`src/rtl/upsamp_fir_pkg.sv`:
```
// Shared types and sizing helpers for the polyphase interpolator.
package upsamp_fir_pkg;

  typedef enum logic {
    IDLE = 1'b0,
    EMIT = 1'b1
  } state_e;

  // Smallest r with 2**r >= v (0 for v <= 1).
  function automatic int unsigned clog2(input int unsigned v);
    int unsigned r;
    r = 0;
    for (int unsigned i = 0; i < 32; i++) begin
      if ((64'(1) << i) < 64'(v)) r = i + 1;
    end
    return r;
  endfunction

  // Taps per polyphase branch.
  function automatic int unsigned tpp(input int unsigned taps, input int unsigned l);
    return (taps + l - 1) / l;
  endfunction

  // Accumulator width that cannot overflow for TPP products.
  function automatic int unsigned accw(input int unsigned dw, input int unsigned cw,
                                       input int unsigned n);
    return dw + cw + clog2(n);
  endfunction

endpackage

```
`src/rtl/upsamp_fir_coeff_bank.sv`:
```
// Runtime-loadable coefficient register file; presents the TPP taps of one
// polyphase branch combinationally.
module upsamp_fir_coeff_bank
  import upsamp_fir_pkg::*;
#(
  parameter int unsigned L    = 4,
  parameter int unsigned TAPS = 72,
  parameter int unsigned CW   = 8,
  parameter int unsigned AW   = 7,
  parameter int unsigned TPP  = tpp(TAPS, L),
  parameter int unsigned PW   = clog2(L)
) (
  input  logic                    clk,
  input  logic                    rst,
  input  logic                    cfg_we_i,
  input  logic [AW-1:0]           cfg_addr_i,
  input  logic [CW-1:0]           cfg_data_i,
  input  logic [PW-1:0]           phase_i,
  output logic [TPP-1:0][CW-1:0]  coef_o
);

  localparam int unsigned DEPTH = 2 ** AW;

  logic [CW-1:0] mem_q [DEPTH];

  // Single write port; addresses beyond the prototype length are dropped.
  always_ff @(posedge clk or posedge rst) begin
    if (rst) begin
      for (int unsigned i = 0; i < DEPTH; i++) mem_q[i] <= '0;
    end else if (cfg_we_i && (32'(cfg_addr_i) < TAPS)) begin
      mem_q[cfg_addr_i] <= cfg_data_i;
    end
  end

  // Branch p uses h[k*L+p]; zero padding past TAPS.
  always_comb begin
    coef_o = '0;
    for (int unsigned k = 0; k < TPP; k++) begin
      if ((k * L + 32'(phase_i)) < TAPS) begin
        coef_o[k] = mem_q[AW'(k * L + 32'(phase_i))];
      end
    end
  end

endmodule

```
`src/rtl/upsamp_fir_interp.sv`:
```
// Polyphase upsample-by-L FIR interpolator with valid/ready flow control.
// Define UPSAMP_FIR_SAT_EN for output saturation and the sticky sat_flag port.
module upsamp_fir_interp
  import upsamp_fir_pkg::*;
#(
  parameter int unsigned L         = 4,
  parameter int unsigned TAPS      = 72,
  parameter int unsigned DW        = 4,
  parameter int unsigned CW        = 8,
  parameter int unsigned OW        = 12,
  parameter int unsigned OUT_SHIFT = 0,
  parameter int unsigned AW        = 7
) (
  input  logic                  clk,
  input  logic                  rst,
  input  logic                  in_valid,
  output logic                  in_ready,
  input  logic [DW-1:0]         in_data,
  output logic                  out_valid,
  input  logic                  out_ready,
  output logic [OW-1:0]         out_data,
  output logic [clog2(L)-1:0]   out_phase,
  input  logic                  cfg_we,
  input  logic [AW-1:0]         cfg_addr,
  input  logic [CW-1:0]         cfg_data
`ifdef UPSAMP_FIR_SAT_EN
  ,
  output logic                  sat_flag
`endif
);

  localparam int unsigned TPP    = tpp(TAPS, L);
  localparam int unsigned PW     = clog2(L);
  localparam int unsigned PROD_W = DW + CW;
  localparam int unsigned ACCW   = accw(DW, CW, TPP);
  localparam int unsigned EW     = ((ACCW > OW) ? ACCW : OW) + 1;
  localparam logic [PW-1:0] LAST_PHASE = PW'(L - 1);

  state_e                 state_q, state_d;
  logic [PW-1:0]          phase_q, phase_d;
  logic                   out_valid_q, out_valid_d;
  logic [OW-1:0]          out_data_q, out_data_d;
  logic [TPP-1:0][DW-1:0] x_q, x_d;

  logic                   in_ready_c;
  logic                   shift_c;
  logic                   load_c;
  logic [PW-1:0]          load_phase_c;
  logic [TPP-1:0][CW-1:0] coef_c;
  logic signed [PROD_W-1:0] prod_c [TPP];
  logic signed [ACCW-1:0] acc_c;
  logic signed [ACCW-1:0] shifted_c;
  logic signed [EW-1:0]   wide_c;
  logic [OW-1:0]          res_c;

  upsamp_fir_coeff_bank #(
    .L    (L),
    .TAPS (TAPS),
    .CW   (CW),
    .AW   (AW),
    .TPP  (TPP),
    .PW   (PW)
  ) u_coeff_bank (
    .clk        (clk),
    .rst        (rst),
    .cfg_we_i   (cfg_we),
    .cfg_addr_i (cfg_addr),
    .cfg_data_i (cfg_data),
    .phase_i    (load_phase_c),
    .coef_o     (coef_c)
  );

  // Frame sequencing: one symbol in, L phases out; last-phase handshake may
  // take the next symbol in the same cycle so there is no bubble.
  always_comb begin
    state_d      = state_q;
    phase_d      = phase_q;
    out_valid_d  = out_valid_q;
    in_ready_c   = 1'b0;
    shift_c      = 1'b0;
    load_c       = 1'b0;
    load_phase_c = phase_q;
    case (state_q)
      IDLE: begin
        in_ready_c = 1'b1;
        if (in_valid) begin
          shift_c      = 1'b1;
          load_c       = 1'b1;
          load_phase_c = '0;
          state_d      = EMIT;
        end
      end
      EMIT: begin
        if (out_ready) begin
          if (phase_q == LAST_PHASE) begin
            in_ready_c = 1'b1;
            if (in_valid) begin
              shift_c      = 1'b1;
              load_c       = 1'b1;
              load_phase_c = '0;
            end else begin
              out_valid_d = 1'b0;
              state_d     = IDLE;
            end
          end else begin
            load_c       = 1'b1;
            load_phase_c = phase_q + PW'(1);
          end
        end
      end
      default: state_d = IDLE;
    endcase
    if (load_c) begin
      out_valid_d = 1'b1;
      phase_d     = load_phase_c;
    end
  end

  // Post-shift delay line feeds the MAC so phase 0 sees the new symbol.
  always_comb begin
    x_d = x_q;
    if (shift_c) begin
      x_d[0] = in_data;
      for (int unsigned k = 1; k < TPP; k++) x_d[k] = x_q[k-1];
    end
  end

  always_comb begin
    acc_c = '0;
    for (int unsigned k = 0; k < TPP; k++) begin
      prod_c[k] = PROD_W'($signed(x_d[k])) * PROD_W'($signed(coef_c[k]));
      acc_c     = acc_c + ACCW'(prod_c[k]);
    end
    shifted_c = acc_c >>> OUT_SHIFT;
    wide_c    = EW'(shifted_c);
  end

`ifdef UPSAMP_FIR_SAT_EN
  localparam logic signed [EW-1:0] LIM_HI = {{(EW-OW+1){1'b0}}, {(OW-1){1'b1}}};
  localparam logic signed [EW-1:0] LIM_LO = {{(EW-OW+1){1'b1}}, {(OW-1){1'b0}}};

  logic clamp_c;
  logic sat_q, sat_d;

  always_comb begin
    clamp_c = 1'b0;
    res_c   = wide_c[OW-1:0];
    if (wide_c > LIM_HI) begin
      clamp_c = 1'b1;
      res_c   = LIM_HI[OW-1:0];
    end else if (wide_c < LIM_LO) begin
      clamp_c = 1'b1;
      res_c   = LIM_LO[OW-1:0];
    end
    sat_d = sat_q | (load_c & clamp_c);
  end

  always_ff @(posedge clk or posedge rst) begin
    if (rst) sat_q <= 1'b0;
    else     sat_q <= sat_d;
  end

  assign sat_flag = sat_q;
`else
  logic unused_wide_c;

  // Wrap-around: keep the low OW bits.
  assign res_c         = wide_c[OW-1:0];
  assign unused_wide_c = ^wide_c[EW-1:OW];
`endif

  always_comb begin
    out_data_d = out_data_q;
    if (load_c) out_data_d = res_c;
  end

  always_ff @(posedge clk or posedge rst) begin
    if (rst) begin
      state_q     <= IDLE;
      phase_q     <= '0;
      out_valid_q <= 1'b0;
      out_data_q  <= '0;
      x_q         <= '0;
    end else begin
      state_q     <= state_d;
      phase_q     <= phase_d;
      out_valid_q <= out_valid_d;
      out_data_q  <= out_data_d;
      x_q         <= x_d;
    end
  end

  assign in_ready  = in_ready_c;
  assign out_valid = out_valid_q;
  assign out_data  = out_data_q;
  assign out_phase = phase_q;

endmodule
```
`config.mk`:
```
export PLATFORM = sky130hd
export DESIGN_NAME = upsamp_fir_interp
export DESIGN_NICKNAME = d
export VERILOG_FILES = /design/src/rtl/upsamp_fir_pkg.sv /design/src/rtl/upsamp_fir_coeff_bank.sv /design/src/rtl/upsamp_fir_interp.sv
export SDC_FILE = /design/constraint.sdc
export NUM_CORES = 2
export LEC_CHECK = 0
export ABC_AREA = 1
export CAP_MARGIN = 20
export CELL_PAD_IN_SITES_DETAIL_PLACEMENT = 0
export CELL_PAD_IN_SITES_GLOBAL_PLACEMENT = 1
export CORE_ASPECT_RATIO = 0.8
export CORE_MARGIN = 2
export CORE_UTILIZATION = 50
export DETAILED_ROUTE_END_ITERATION = 16
export GPL_TIMING_DRIVEN = 1
export HOLD_SLACK_MARGIN = 0.03
export PLACE_DENSITY_LB_ADDON = 0.15
export SYNTH_ARGS = -nofsm -noshare
export SYNTH_HDL_FRONTEND = slang
export SYNTH_SLANG_ARGS = --single-unit
```
`constraint.sdc`:
```
create_clock -name clk -period 28.4 [get_ports clk]
set_clock_uncertainty 0.15 [all_clocks]
set_input_delay 5.68 -clock clk [delete_from_list [all_inputs] [get_ports clk]]
set_output_delay 5.68 -clock clk [all_outputs]
set_load 0.02 [all_outputs]
```
### Word level (Yosys, flattened, before mapping)

Index checks and enable logic that the tools add are counted.

* output and inout bits: 16
* bits in registers: 1112
* input bits: 24
* logic and storage cells: 367

* multiplexer cells: 97
* reductions and logical operators: 6
* multiply operators: 18
* equal/unequal tests: 2
* $add $sub $neg: 35
* bitwise gates (word level): 20
* $lt $le $gt $ge: 39

Operators by type and width (number)
* $bwmux 1024: 1
* $bmux 8 s7: 18
* $lt 32x7->1 const B: 17
* $mux 8: 55
* $mul 4x8->12: 18
* $add 12x12->12: 17
* $ge 8x8->1 const B: 19
* $not 7->8: 18
* $mux 72: 1
* $add 6x2->7 const A: 8
* $demux 8 s7: 1
* $add 5x2->6 const A: 4
* $add 7x2->8 const A: 2
* $mux 1: 13
* $add 4x2->5 const A: 2
* $lt 8x1->1 const B: 1
* $not 2->8: 1
* $pmux 1 s2: 4
* $lt 2x7->1 const B: 1
* $lt 7x7->1 const B: 1
* $mux 2: 3
* $reduce_bool 2->1: 3
* $add 3x2->4 const A: 1
* $pmux 2 s2: 1
* 6 further kinds: 7

### Logic depth before layout (Yosys ltp)

* word-level depth: 28
* depth in mapped cells: 50
* gate-level depth less buffers: 47

### Hierarchy

Synthesis repeated with hierarchy kept, for this count alone.

* cell total of the unflattened synthesis: 6650
* area, all modules: 53472.5 um2

Modules (own cells, without submodules)
* upsamp_fir_coeff_bank: cells an instance 3709, instances 1, sequential area each 14413.8 um2, area each 27943.0 um2
* upsamp_fir_interp: cells an instance 2941, instances 1, sequential area each 2202.1 um2, area each 25529.5 um2

### Worst setup path after synthesis

No wires, ideal clock.

* path type: input-to-reg
* start point: input port out_ready
* end point: register out_data_q[11], in the netlist out_data[11]
* data required time: 28185 ps
* cell stages on the path: 39
* arrival time: 13807 ps
* setup time: 65 ps
* buffers on the path: 2
* slack: 14378 ps
* path through: inv_2 > o21ai_2 > nand2_2 > buf_2 > clkbuf_1 > o21ai_1 > inv_1 > nand2_1 > fa_1 > inv_1 > fa_1 > fa_1 > fa_1 > fa_1 > inv_1 > fa_1 > inv_1 > fa_1 > [... 3 more ...] > fa_1 > inv_1 > ha_1 > a21oi_1 > nand2_1 > nand2_1 > nand2_1 > a21oi_1 > nor2_1 > o21ai_0 > nand2_1 > nand2_1 > nand2_1 > a21oi_1 > inv_1 > nand3_1 > nand3_1 > nand2_1

RTL lines
* from (decl): line upsamp_fir_interp.sv:20 `input logic out_ready,`
* to (signal assigned): line upsamp_fir_interp.sv:188 `out_data_q <= out_data_d;`
* to (decl): line upsamp_fir_interp.sv:42 `logic [OW-1:0] out_data_q, out_data_d;`

### Worst setup path after layout

* start point: input port in_valid
* end point: register out_data_q[10], in the netlist out_data[10]

* cells in the longest elaborated chain, start to end: 28
* elaborated cells between the ends (all ways): 172
* classes of those cells: add/sub: 34; mul: 18; order compare: 18; mux: 84; bitwise: 18

Ends and longest elaborated chain
* from (decl): line upsamp_fir_interp.sv:16 `input logic in_valid,`
* $mux 2: line upsamp_fir_interp.sv:86, upsamp_fir_interp.sv:97
* $mux 2: line upsamp_fir_interp.sv:95 `if (phase_q == LAST_PHASE) begin`
* $mux 2: line upsamp_fir_interp.sv:94 `if (out_ready) begin`
* $pmux 2 s2: line upsamp_fir_interp.sv:83 `case (state_q)`
* $add 3x2->4: line upsamp_fir_coeff_bank.sv:39, upsamp_fir_coeff_bank.sv:40
* $not 7->8 (not written as such): line upsamp_fir_coeff_bank.sv:40 `coef_o[k] = mem_q[AW'(k * L + 32'(phase_i))];`
* $bmux 8 s7: line upsamp_fir_coeff_bank.sv:40
* $mux 8 (not written as such) (2 in a row): line upsamp_fir_coeff_bank.sv:40
* $mux 8: line upsamp_fir_coeff_bank.sv:39 `if ((k * L + 32'(phase_i)) < TAPS) begin`
* $mul 4x8->12: line upsamp_fir_interp.sv:131 `prod_c[k] = PROD_W'($signed(x_d[k])) * PROD_W'($signed(coef_c[k]));`
* $add 12x12->12 (17 in a row): line upsamp_fir_interp.sv:132 `acc_c = acc_c + ACCW'(prod_c[k]);`

Several ways; a longest one is shown, not always the timed one. The select of a mux whose other input is x is not followed.
A chain may end at the register's enable or synchronous reset.

==> flow_summary.toml <==
[die]
io_pins = 40
dieHeight_um = 287
fp.dieW_um = 357
die-area_sq_um = 102000
start_util_pct = 50.6
core_sq_um = 98800
rows = 103

[sta]
min_period_ps = 16940
slew_viol_final = 0
fin_setup_tns_ps = 0
worstMarginPinSlew_ps = 1130
hold_viol = 0
fin_crit_sh_pct = 59.7
clock.fmax_mhz = 59.0
rsz0062_at_grt = "false"
final-setup-viol-count = 0
slew_headroom_pct = 24.7

[setup_path]
cp.required_ps = 28820
reg2regPathDepth = 41
cp-startpoint = "in_valid"
path_common_cell = "fa_1"
critPathLaunchType = "primary input"
cp_slowest_stage_delay_ps = 760
worstPathArrival_ps = 17360
critPathSlowestCell = "buf_4"
r2r_start = "out_phase[1]"
crit_type = "in -> reg"
worst_setup_path_end_kind = "flop"
path_max_fanout = 81

[place]
io_buffers = 39
place_congestion = 0.972
place_hpwl_mm = 113

[synth]
yosysUniqueCellTypes = 42
yosys.area.top_type = "dfrtp_1"
ys_ff_latch = 664
synthFlopType = "dfrtp_1"
post-synth-top-count-cell = "nand2_1"
synth-edff-count = 0
synth_top_area_share_pct = 33.3
syn-cell-area_sq_um = 50000
yosys-top-cells-area = "dfrtp_1, fa_1, nand2_1, inv_1, o21ai_0"
avgSynthCellArea_sq_um = 8.48
syn-num-nets = 6655
async_flop_share_pct = 100
ys_seq_area_share_pct = 33.3
synthTopCellsByCount = "nand2_1, inv_1, dfrtp_1"
yosys_warnings = 0
synth_cells = 5890

[routing]
drtPass1Iterations = 8
post-route-drc-count = 0
drt_iter0_drc = 3710
antenna_left = 0
wl_per_cell_um = 21.2
drt_wl_total_mm = 152
viasPerCell = 5.29
vias = 37938

[layout]
multiInputGateArea_sq_um = 28400
regArea_sq_um = 16600
drive_above_1_share_pct = 4.81
syn_to_final_growth_pct = 7.74
nNetsFinal = 6568
antenna_cells = 0
final.fill_count = 9432

[clock_tree]
cts_resized = 0
cts_tree = "yes"
clk_path_buf_depth = 3
cts_buffers = 75
post_cts.repair.setup_buffers = 0
clkTransAtPathRegs_ps = 60
cts_sinks = 664
cts_root_buffer = "clkbuf_16"
hold_buffers = 0
h-tree-depth = 3
clock_latency_ps = 670

[grt]
grt_pass1_wl_mm = 236
gr-total-overflow = 0
grt_pass1_vias = 37479
grt_max_degree = 166
antenna_found_initial = 1
grt.total_usage_pct = 30.6

[hold_path]
holdCritStartpoint = "u_coeff_bank.mem_q[840]"
whs_path_depth = 2
hp-class = "reg -> reg"

[job]
cap_viol_max_count = 0

[outcome]
run_status = "complete, no violations"
## worst max-delay path, delay by kind of cell
family | cells | cell delay, ps
adders and majority gates | 11 | 5400
buffers and inverters | 11 | 3050
xor gates and xnor gates | 1 | 130
and+or+nand+nor | 10 | 1350
AOI/OAI and AO/OA | 7 | 1500
## worst paths after layout
| kind | end | slack (ps) |
|---|---|---|
| max | out_data[10] | 11460 |
| max in group asynchronous | u_coeff_bank.mem_q[896] | 18960 |
| min | u_coeff_bank.mem_q[840] | 330 |
| max reg2reg | out_data[10] | 16210 |
| min reg2reg | u_coeff_bank.mem_q[840] | 330 |
| min in group asynchronous | u_coeff_bank.mem_q[732] | 5450 |
## stage by stage
step                setup slack [ps]  area (sq um)  util (%)  cells  hold WS [ps]
floorplan                       3960         50000         -   5890           295
global placement               10950         51300      51.9   7036           311
detailed placement             10910         51300      51.9   7036           317
CTS                            11620         53800      54.4   7169           332
global route                   10880         53800      54.5   7171           347
finish                         11460         53800      54.5   7171           330
## cells by family (layout without fill, tap and decap cells)
group | after synthesis | count (layout) | share of synthesized area [%]
buffers and inverters | 1278 | 1247 | 9.90
DFF | 664 | 664 | 33.3
and+or+nand+nor | 2366 | 2366 | 18.8
AOI/OAI and AO/OA | 779 | 779 | 8.76
xor gates and xnor gates | 62 | 62 | 1.09
adders and majority gates | 741 | 741 | 28.2
## routing by layer
metal,GRT usage [%],vias up,part of all wire [%]
met5,0,-,0
met4,7.21,0,2.4
met3,4.60,137,6.6
met2,45.5,1169,44
li1,-,17664,-
met1,47.2,18968,47
## cell type report
type,count,share of cell area (%)
Inverter,1034,7.25
Sequential cell,664,30.9
Multi-Input combinational cell,3948,52.8
Clock buffer,107,3.95
Clock inverter,26,0.725
Tap cell,1312,3.05
Timing Repair Buffer,80,1.37
## flip-flops by register name, summed over array words and instances (netlist names)
name	count
out_valid	1
out_phase	2
out_data	12
state_q	1
x_q	72
u_coeff_bank.mem_q	576
## layout by cell type, fill, tap and decap left out, drive strengths merged
cell / count
a211oi: 1
a21oi: 48
a22o: 1
a31oi: 1
a32o: 12
a32oi: 43
buf: 41
bufinv: 5
clkbuf: 107
clkdlybuf4s50: 39
clkinv: 22
dfrtp: 664
fa: 640
ha: 101
inv: 1033
nand2: 1664
nand3: 203
nand3b: 5
nor2: 458
nor3: 14
nor4: 8
o211ai: 1
o21ai: 661
o22a: 4
o22ai: 7
or2: 14
xnor2: 30
xor2: 32
Power is left out: the tool's default activity adds up to more than one toggle a clock period on the data nets, which glitch-free logic cannot reach.
